===== config.mk =====
export PLATFORM = sky130hd
export DESIGN_NAME = pcpu_run_ctrl_flat
export DESIGN_NICKNAME = d
export VERILOG_FILES = /design/src/rtl/pcpu_run_ctrl_if.sv /design/src/rtl/pcpu_run_ctrl.sv /design/src/flat_wrapper.sv
export SDC_FILE = /design/constraint.sdc
export NUM_CORES = 1
export LEC_CHECK = 0
export CAP_MARGIN = 10
export CORE_ASPECT_RATIO = 0.75
export CORE_MARGIN = 2
export CORE_UTILIZATION = 40
export CTS_CLUSTER_DIAMETER = 30
export DETAILED_ROUTE_END_ITERATION = 10
export HOLD_SLACK_MARGIN = 0.15
export PLACE_DENSITY_LB_ADDON = 0.3
export SLEW_MARGIN = 20
export SYNTH_ARGS = -nofsm -noshare
export SYNTH_HDL_FRONTEND = slang
export SYNTH_SLANG_ARGS = --single-unit

===== constraint.sdc =====
create_clock -name clock -period 5.7 [get_ports clock]
set_input_delay 0.57 -clock clock [delete_from_list [all_inputs] [get_ports clock]]
set_output_delay 0.57 -clock clock [all_outputs]
set_load 0.02 [all_outputs]

===== src/rtl/pcpu_run_ctrl_if.sv =====
// Host command port of the CPU run/step controller.
// The host (master) presents an op code and step argument with cmd_valid;
// the controller (slave) accepts on the rising edge where cmd_ready is high.
interface pcpu_run_ctrl_if #(
  parameter int STEP_W = 8
);
  logic              cmd_valid;
  logic              cmd_ready;
  logic [1:0]        cmd_op;
  logic [STEP_W-1:0] cmd_arg;

  modport master (output cmd_valid, output cmd_op, output cmd_arg, input cmd_ready);
  modport slave  (input cmd_valid, input cmd_op, input cmd_arg, output cmd_ready);
endinterface


===== src/rtl/pcpu_run_ctrl.sv =====
// pcpu_run_ctrl: run/step sequencer for the pipelined CPU core.
// Drives the core reset/enable/start lines for free run, N-cycle stepping,
// PC breakpoints, HALT detection and a timed core reset.
// Optional feature: define PCPU_RUN_CTRL_BP_EN to build the PC breakpoint
// comparator; without it RUN ends only on STOP, RESET_CPU or HALT.
module pcpu_run_ctrl #(
  parameter int STEP_W     = 8,
  parameter int RST_CYCLES = 2
) (
  input  logic                 clock,
  input  logic                 reset,
  pcpu_run_ctrl_if.slave       cmd,
  input  logic                 bp_en,
  input  logic [7:0]           bp_addr,
  input  logic [7:0]           cpu_pc,
  input  logic                 cpu_halt,
  output logic                 cpu_reset,
  output logic                 cpu_enable,
  output logic                 cpu_start,
  output logic                 busy,
  output logic [1:0]           stop_cause,
  output logic [15:0]          cycle_cnt
);

  typedef enum logic [2:0] {S_IDLE, S_RSTC, S_ARM, S_RUN, S_STEP} state_e;
  typedef enum logic       {MODE_RUN, MODE_STEP} mode_e;
  typedef enum logic [1:0] {OP_RUN = 2'b00, OP_STEP = 2'b01,
                            OP_STOP = 2'b10, OP_RESET = 2'b11} op_e;
  typedef enum logic [1:0] {SC_NONE = 2'b00, SC_STEP = 2'b01,
                            SC_BP = 2'b10, SC_HALT = 2'b11} cause_e;

  // Counter just wide enough to hold RST_CYCLES-1; it counts down to zero.
  localparam int RST_W = (RST_CYCLES > 1) ? $clog2(RST_CYCLES) : 1;
  localparam logic [RST_W-1:0] RST_LOAD = RST_W'(RST_CYCLES - 1);

  state_e            state_q, state_d;
  mode_e             mode_q, mode_d;
  logic [STEP_W-1:0] step_cnt_q, step_cnt_d;
  logic [RST_W-1:0]  rst_cnt_q, rst_cnt_d;
  cause_e            stop_cause_q, stop_cause_d;
  logic [15:0]       cycle_cnt_q, cycle_cnt_d;

  logic cmd_ready_w;
  logic cmd_fire;
  logic bp_hit;
  logic step_last;

`ifdef PCPU_RUN_CTRL_BP_EN
  assign bp_hit = bp_en && (cpu_pc == bp_addr);
`else
  // No comparator: the breakpoint inputs are deliberately left unconnected.
  logic unused_bp;
  assign unused_bp = ^{bp_en, bp_addr, cpu_pc};
  assign bp_hit    = 1'b0;
`endif

  assign cmd_fire  = cmd.cmd_valid && cmd_ready_w;
  assign step_last = (step_cnt_q == STEP_W'(1));

  // State register and all controller counters.
  // NOTE: sequential state uses non-blocking assignments so every flop samples pre-edge values.
  always_ff @(posedge clock or posedge reset) begin
    if (reset) begin
      state_q      <= S_IDLE;
      mode_q       <= MODE_RUN;
      step_cnt_q   <= '0;
      rst_cnt_q    <= '0;
      stop_cause_q <= SC_NONE;
      cycle_cnt_q  <= '0;
    end else begin
      state_q      <= state_d;
      mode_q       <= mode_d;
      step_cnt_q   <= step_cnt_d;
      rst_cnt_q    <= rst_cnt_d;
      stop_cause_q <= stop_cause_d;
      cycle_cnt_q  <= cycle_cnt_d;
    end
  end

  // Next-state logic: command handling, exit priority and counters.
  always_comb begin
    // NOTE: every variable gets a default first so no path leaves it unassigned (no latches).
    state_d      = state_q;
    mode_d       = mode_q;
    step_cnt_d   = step_cnt_q;
    rst_cnt_d    = rst_cnt_q;
    stop_cause_d = stop_cause_q;
    cycle_cnt_d  = cycle_cnt_q;

    if ((state_q == S_RUN || state_q == S_STEP) && (cycle_cnt_q != 16'hFFFF)) begin
      cycle_cnt_d = cycle_cnt_q + 16'd1;
    end

    case (state_q)
      S_IDLE: begin
        if (cmd_fire) begin
          case (cmd.cmd_op)
            OP_RUN: begin
              state_d      = S_ARM;
              mode_d       = MODE_RUN;
              stop_cause_d = SC_NONE;
              cycle_cnt_d  = '0;
            end
            OP_STEP: begin
              // A zero-length step does nothing at all.
              if (cmd.cmd_arg != '0) begin
                state_d      = S_ARM;
                mode_d       = MODE_STEP;
                step_cnt_d   = cmd.cmd_arg;
                stop_cause_d = SC_NONE;
                cycle_cnt_d  = '0;
              end
            end
            OP_RESET: begin
              state_d      = S_RSTC;
              rst_cnt_d    = RST_LOAD;
              stop_cause_d = SC_NONE;
            end
            default: ;  // STOP while idle is a no-op
          endcase
        end
      end

      S_RSTC: begin
        if (rst_cnt_q == '0) state_d = S_IDLE;
        else                 rst_cnt_d = rst_cnt_q - RST_W'(1);
      end

      S_ARM: begin
        state_d = (mode_q == MODE_STEP) ? S_STEP : S_RUN;
      end

      S_RUN, S_STEP: begin
        if (state_q == S_STEP) step_cnt_d = step_cnt_q - STEP_W'(1);
        // RUN/STEP commands seen here are accepted and dropped.
        if (cmd_fire && cmd.cmd_op == OP_RESET) begin
          state_d      = S_RSTC;
          rst_cnt_d    = RST_LOAD;
          stop_cause_d = SC_NONE;
        end else if (cmd_fire && cmd.cmd_op == OP_STOP) begin
          state_d = S_IDLE;
        end else if (cpu_halt) begin
          state_d      = S_IDLE;
          stop_cause_d = SC_HALT;
        end else if (state_q == S_RUN && bp_hit) begin
          state_d      = S_IDLE;
          stop_cause_d = SC_BP;
        end else if (state_q == S_STEP && step_last) begin
          state_d      = S_IDLE;
          stop_cause_d = SC_STEP;
        end
      end

      default: state_d = S_IDLE;
    endcase
  end

  // Output decode from registered state only; no input reaches an output.
  always_comb begin
    cpu_reset   = 1'b0;
    cpu_enable  = 1'b0;
    cpu_start   = 1'b0;
    cmd_ready_w = 1'b0;
    case (state_q)
      S_IDLE: cmd_ready_w = 1'b1;
      S_RSTC: cpu_reset   = 1'b1;
      S_ARM: begin
        cpu_enable = 1'b1;
        cpu_start  = 1'b1;
      end
      S_RUN: begin
        cpu_enable  = 1'b1;
        cmd_ready_w = 1'b1;
      end
      S_STEP: begin
        // Dropping enable in the last step cycle lets the core finish its Nth advance.
        cpu_enable  = !step_last;
        cmd_ready_w = 1'b1;
      end
      default: ;
    endcase
  end

  assign cmd.cmd_ready = cmd_ready_w;
  assign busy          = (state_q != S_IDLE);
  assign stop_cause    = stop_cause_q;
  assign cycle_cnt     = cycle_cnt_q;

endmodule


===== src/flat_wrapper.sv =====
// flat-port wrapper written by rule: the top's interface ports become plain ports
module pcpu_run_ctrl_flat 
#(
  parameter int STEP_W     = 8,
  parameter int RST_CYCLES = 2
)
  (clock, reset, bp_en, bp_addr, cpu_pc, cpu_halt, cpu_reset, cpu_enable, cpu_start, busy, stop_cause, cycle_cnt, cmd_cmd_valid, cmd_cmd_op, cmd_cmd_arg, cmd_cmd_ready);
  pcpu_run_ctrl_if #(.STEP_W(STEP_W)) cmd_i ();
  input  logic clock;
  input  logic reset;
  input  logic bp_en;
  input  logic [7:0] bp_addr;
  input  logic [7:0] cpu_pc;
  input  logic cpu_halt;
  output logic cpu_reset;
  output logic cpu_enable;
  output logic cpu_start;
  output logic busy;
  output logic [1:0] stop_cause;
  output logic [15:0] cycle_cnt;
  input wire logic [$bits(cmd_i.cmd_valid)-1:0] cmd_cmd_valid;
  input wire logic [$bits(cmd_i.cmd_op)-1:0] cmd_cmd_op;
  input wire logic [$bits(cmd_i.cmd_arg)-1:0] cmd_cmd_arg;
  output wire logic [$bits(cmd_i.cmd_ready)-1:0] cmd_cmd_ready;
  assign cmd_i.cmd_valid = cmd_cmd_valid;
  assign cmd_i.cmd_op = cmd_cmd_op;
  assign cmd_i.cmd_arg = cmd_cmd_arg;
  assign cmd_cmd_ready = cmd_i.cmd_ready;
  pcpu_run_ctrl #(.STEP_W(STEP_W), .RST_CYCLES(RST_CYCLES)) u_core (.clock(clock), .reset(reset), .cmd(cmd_i), .bp_en(bp_en), .bp_addr(bp_addr), .cpu_pc(cpu_pc), .cpu_halt(cpu_halt), .cpu_reset(cpu_reset), .cpu_enable(cpu_enable), .cpu_start(cpu_start), .busy(busy), .stop_cause(stop_cause), .cycle_cnt(cycle_cnt));
endmodule

==> impl_metrics.toml, run 1 <==
[outcome]
outcome = "finished clean"

[yosys]
synth-edff-count = 0
yosysSeqAreaShare = 0.382
synthXorXnorAreaFrac = 0.0605
yosys-top-cells-area = "dfrtp_1 38%, nor2_1 5.6%, ha_1 4.9%"
ys.flop_type = "dfrtp_1"
synth_area_leader_cell = "dfrtp_1"
synth_top_area_share = 0.382
synth_common_cells = "31 x dfrtp_1, 30 x nor2_1, 14 x nand2_1"
synth.most_common_cell = "dfrtp_1"
synth_fp_nets = 260
muxShareOfSynthArea = 0.0271
ys_ff_latch = 31
syn-mean-instance-area_sq_um = 9.18
yosysUniqueCellTypes = 50
postSynth.asyncResetShare = 1.00
synth-compound-area-share = 0.163
synth_top_family_by_area = "simple AND/OR/NAND/NOR gates"
synth_area_sq_um = 2030
synth_simple_gate_area_frac = 0.276
syn_inst = 221
ys_warn_count = 0
synthAdderAreaFrac = 0.0494

[clock_tree]
clock-sinks = 31
cts_htree_levels = 2
cts_root_buffer = "clkbuf_8"
cts_buffer_depth = 2
clkTransAtPathRegs_ps = 70
clk_latency_ps = 290
cts_tree = "built"
ctsResizeCount = 0
cts-hold-fix-buffers = 0
cts_setup_buffers = 0
numCtsBuffers = 5

[power_and_ir_drop]
peakVddDrop_mv = 0.201
clkPwrFrac = 0.202
pwr-share-comb = 0.453
p_seq_frac = 0.346
switching_share = 0.410
switchingPower_mw = 0.468
p_per_area_nw_per_um2 = 450
intPower_mw = 0.674
p_leak_nw = 1.06

[setup_path]
arrival_ps = 2180
regToRegStartpoint = "u_core.state_q[2]"
r2r.worst_path.cells = 5
critPathSlowestCell = "clkdlybuf4s50_1"
cp-end-kind = "primary output"
worstPathRequired_ps = 5130
ff2ff_setup_slack_ps = 3350
cp_cell_sequence = "or3b_4 -> o21ai_0 -> clkdlybuf4s50_1"
path_class = "reg -> out"
critical_path.max_stage_delay_ps = 640
path_max_fanout = 12
startpoint_type = "flop"
timing.rr.end = "u_core.stop_cause[0]"

[min_path]
min_path_type = "reg -> reg"
hp-start = "u_core.stop_cause[0]"
min_to = "u_core.stop_cause[0]"
min_path_cells = 1

[floorplanning]
die_x_um = 86.2
coreArea_sq_um = 4900
die_h_um = 65.7
die-area_sq_um = 5660
rows = 22
io_pins = 54
initial_utilization = 0.414

[job]
drv_cap = 0

[placed_design]
dp_cells = 309
port_buffers = 36
dp_hpwl_um = 3220
gp_congestion = 0.805

[global_routing]
gr-usage-met3 = 0.0364
grt.busiest_layer = "met2"
antenna_found_initial = 0
grt_use_met1 = 0.253
overflow = 0
grt_pass1_vias = 1665
track_usage = 0.175
grt_max_degree = 32
met2_usage = 0.261
grt_pass1_wl_um = 7800

[sta]
finClkSkew_ps = 10.5
post-route-period-util = 0.482
setup_violations = 0
final-hold-violation-count = 0
slew_headroom = 0.316
fin_tns_setup_ps = 0
tightest_slew_ps = 1020
rsz0062_at_grt = "no"
drv_slew = 0
fin_crit_ps = 2750
max_freq_mhz = 364

[cells_and_area]
area_growth_pct = 25.3
seq_area_sq_um = 776
multi_input_area_sq_um = 1170
stdcell_count = 317
num-fill-cells = 456
antennaDiodeCount = 0
drive_gt1_frac = 0.0856
fin_nets = 295

[drt]
vias_per_cell = 5.47
vias = 1733
first_pass_iters = 4
drtIter0Drc = 98
drc = 0
ant_nets = 0
drt_wl_total_um = 4450
wire_per_inst_um = 14.0
-- flip-flops by register name, summed over array words and instances (netlist names) --
signal	flops
u_core.cycle_cnt	16
u_core.step_cnt_q	8
u_core.state_q	3
u_core.stop_cause	2
u_core.mode_q	1
u_core.rst_cnt_q	1
-- final cells by class --
type / instances / share of cell area
Tap cell: 60 / 0.0295
Sequential cell: 31 / 0.305
Inverter: 9 / 0.0133
Timing Repair Buffer: 37 / 0.145
Multi-Input combinational cell: 172 / 0.461
Clock buffer: 6 / 0.0325
Clock inverter: 2 / 0.0138
-- worst max-delay path: cells and delay by family, from the launching register on --
| family | cells | cell delay [ps] |
|---|---|---|
| flip-flops | 1 | 560 |
| buffers and inverters | 1 | 640 |
| AND/OR/NAND/NOR | 1 | 450 |
| AO/OA/AOI/OAI | 1 | 220 |
-- worst max path at each step --
stage | start | end | slack (ps)
6_report | u_core.state_q[2] | cpu_enable | 2950
3_5_place_dp | cmd_cmd_arg[4] | u_core.step_cnt_q[0] | 2670
3_3_place_gp | cmd_cmd_arg[5] | u_core.step_cnt_q[0] | 2700
4_1_cts | u_core.state_q[2] | u_core.stop_cause[0] | 2970
2_1_floorplan | cmd_cmd_op[0] | u_core.state_q[0] | 3760
5_1_grt | cmd_cmd_arg[1] | u_core.step_cnt_q[6] | 2770
-- per-stage QoR --
stage / utilization / setup WS [ps] / total power [mW] / hold WS [ps] / instance area [sq um]
floorplan: - / 3760 / 0.737 / 471 / 2030
CTS: 0.518 / 2970 / 1.15 / 512 / 2540
detailed placement: 0.494 / 2670 / 0.914 / 496 / 2420
global route: 0.519 / 2770 / 1.23 / 537 / 2540
finish: 0.519 / 2950 / 1.14 / 498 / 2540
global placement: 0.494 / 2700 / 0.906 / 490 / 2420
-- logic make-up (layout without fill, tap and decap cells) --
group,after synthesis,in the layout
flip-flops,31,31
AND/OR/NAND/NOR,96,96
multiplexers,5,5
adder cells (fa/ha/maj),8,8
XOR/XNOR,14,14
AO/OA/AOI/OAI,49,49
buffers and inverters,18,54
-- per-layer routing --
layer  vias up  part of all wire
met5         -                 0
met4         0            0.0061
met3         3             0.046
met2        37              0.42
met1       824              0.53
li1        869                 -
-- power by group through the flow --
stage | registers (mW) | clock network (mW) | logic, mW
after floorplan | 0.402 | 0 | 0.336
after global placement | 0.395 | 0 | 0.511
after detailed placement | 0.397 | 0 | 0.517
after CTS | 0.394 | 0.236 | 0.520
after global routing | 0.412 | 0.246 | 0.576
final | 0.395 | 0.231 | 0.517
-- placed cells by master (no fill, tap or decap), drive strengths merged, types with 4 or more instances in the layout --
cell type,count
xnor2,11
nor3,9
nand4,7
nand2,14
nand3,8
nor2,30
a21oi,12
mux2,4
nor4,7
dfrtp,31
clkbuf,6
o21ai,15
clkdlybuf4s50,36
inv,9
ha,8
Power figures use the tool's default switching activity.
==> run 2, diff against run 1 <==
Clock period 5.7 ns to 2.43 ns, I/O delays scaled along.
==> impl_metrics.toml, run 2 (synthesized netlist as in run 1, its figures left out) <==
[placed_design]
dp_slack_ps = 233
dp_cells = 321
port_buffers = 36
gp_congestion = 0.827
dp_hpwl_um = 3410

[global_routing]
track_usage = 0.185
grt_pass1_vias = 1711
overflow = 0
grt_pass1_wl_um = 8160
antenna_found_initial = 0
grt_max_degree = 32

[sta]
tightest_slew_ps = 502
finClkSkew_ps = 7.48
drv_slew = 0
final-hold-violation-count = 0
fin_crit_ps = 2280
post-route-period-util = 0.939
fin_tns_setup_ps = 0
hold_slack_ps = 333
rsz0062_at_grt = "no"
slew_headroom = 0.663
max_freq_mhz = 438
setup_violations = 0
finalWorstSetupSlack_ps = 149

[clock_tree]
clock-sinks = 31
cts_tree = "built"
clk_latency_ps = 290
clkTransAtPathRegs_ps = 70
numCtsBuffers = 5
cts-hold-fix-buffers = 0
ctsResizeCount = 0
cts_htree_levels = 2
cts_root_buffer = "clkbuf_8"
cts_setup_buffers = 0
cts_buffer_depth = 2

[setup_path]
worstPathRequired_ps = 2190
arrival_ps = 2040
cp_cell_sequence = "nor3_2 -> and4b_1 -> o21ai_0 -> clkdlybuf4s50_1"
path_class = "reg -> out"
critical_path.max_stage_delay_ps = 560
critPathBufInv = 1
cp-end-kind = "primary output"
crit_family = "simple AND/OR/NAND/NOR gates"
critPathSlowestCell = "clkdlybuf4s50_1"
path_max_fanout = 5
startpoint_type = "flop"

[min_path]
min_path_type = "in -> async"

[job]
drv_cap = 0

[cells_and_area]
final_common_cell = "clkdlybuf4s50_1"
largest_reg_flops = 16
stdcell_count = 329
mostFrequentLayoutCells = "36 x clkdlybuf4s50_1, 31 x dfrtp_1, 30 x nor2_1"
fin_util = 0.539
antennaDiodeCount = 0
area_growth_pct = 30.3
drive_gt1_frac = 0.123
fin_nets = 307

[power_and_ir_drop]
p_per_area_nw_per_um2 = 1050
peakVddDrop_mv = 0.407
p_leak_nw = 1.12

[floorplanning]
coreArea_sq_um = 4900
rows = 22
die_h_um = 65.7
io_pins = 54
die-area_sq_um = 5660
initial_utilization = 0.414
die_x_um = 86.2

[drt]
first_pass_iters = 4
wire_per_inst_um = 14.4
vias_per_cell = 5.43
drtIter0Drc = 74
drt_wl_total_um = 4740
drc = 0
ant_nets = 0
vias = 1785

[outcome]
outcome = "finished clean"
## run 2: metrics by stage
stage | power [mW] | area [sq um]
final | 2.76 | 2640
after global routing | 2.97 | 2640
after CTS | 2.77 | 2640
after detailed placement | 2.21 | 2520
after global placement | 2.18 | 2520
after floorplan | 1.73 | 2030
## run 2: power by group
group | internal (mW) | switching, mW
combinational | 0.604 | 0.739
clock | 0.332 | 0.211
sequential | 0.692 | 0.185
total | 1.63 | 1.13
## run 2: area by class of cell
| class | instances | area (sq um) |
|---|---|---|
| Tap cell | 60 | 75.1 |
| Inverter | 9 | 33.8 |
| Multi-Input combinational cell | 172 | 1170 |
| Fill cell | 474 | 2260 |
| Timing Repair Buffer | 49 | 470 |
| Sequential cell | 31 | 776 |
| Clock buffer | 6 | 82.6 |
| Clock inverter | 2 | 35.0 |
## run 2: worst register-to-register path, cell delays in order, from the launching register on
cell and delay [ps]:
dfrtp_1 430, nor3_2 260, and4b_1 360, a211oi_1 120, a2111o_1 390, mux2_1 320
## run 2: final timing paths
path / cells after the start / startpoint / slack, ps / end
max in group asynchronous: 3 / reset / 1790 / u_core.stop_cause[0]
min in group clock: 1 / u_core.stop_cause[0] / 500 / u_core.stop_cause[0]
max: 4 / u_core.step_cnt_q[4] / 150 / cpu_enable
min reg2reg: 1 / u_core.stop_cause[0] / 500 / u_core.stop_cause[0]
max reg2reg: 5 / u_core.step_cnt_q[4] / 430 / u_core.stop_cause[0]
min: 3 / reset / 330 / u_core.cycle_cnt[3]
## run 2: layer usage
metal / track usage / part of all wire / routed length, um / up-vias
met4: 0.0645 / 0.015 / 73 / 0
met1: 0.277 / 0.54 / 2540 / 840
li1: - / - / - / 897
met3: 0.0352 / 0.040 / 192 / 7
met2: 0.266 / 0.41 / 1940 / 41
met5: 0 / 0 / 0 / -
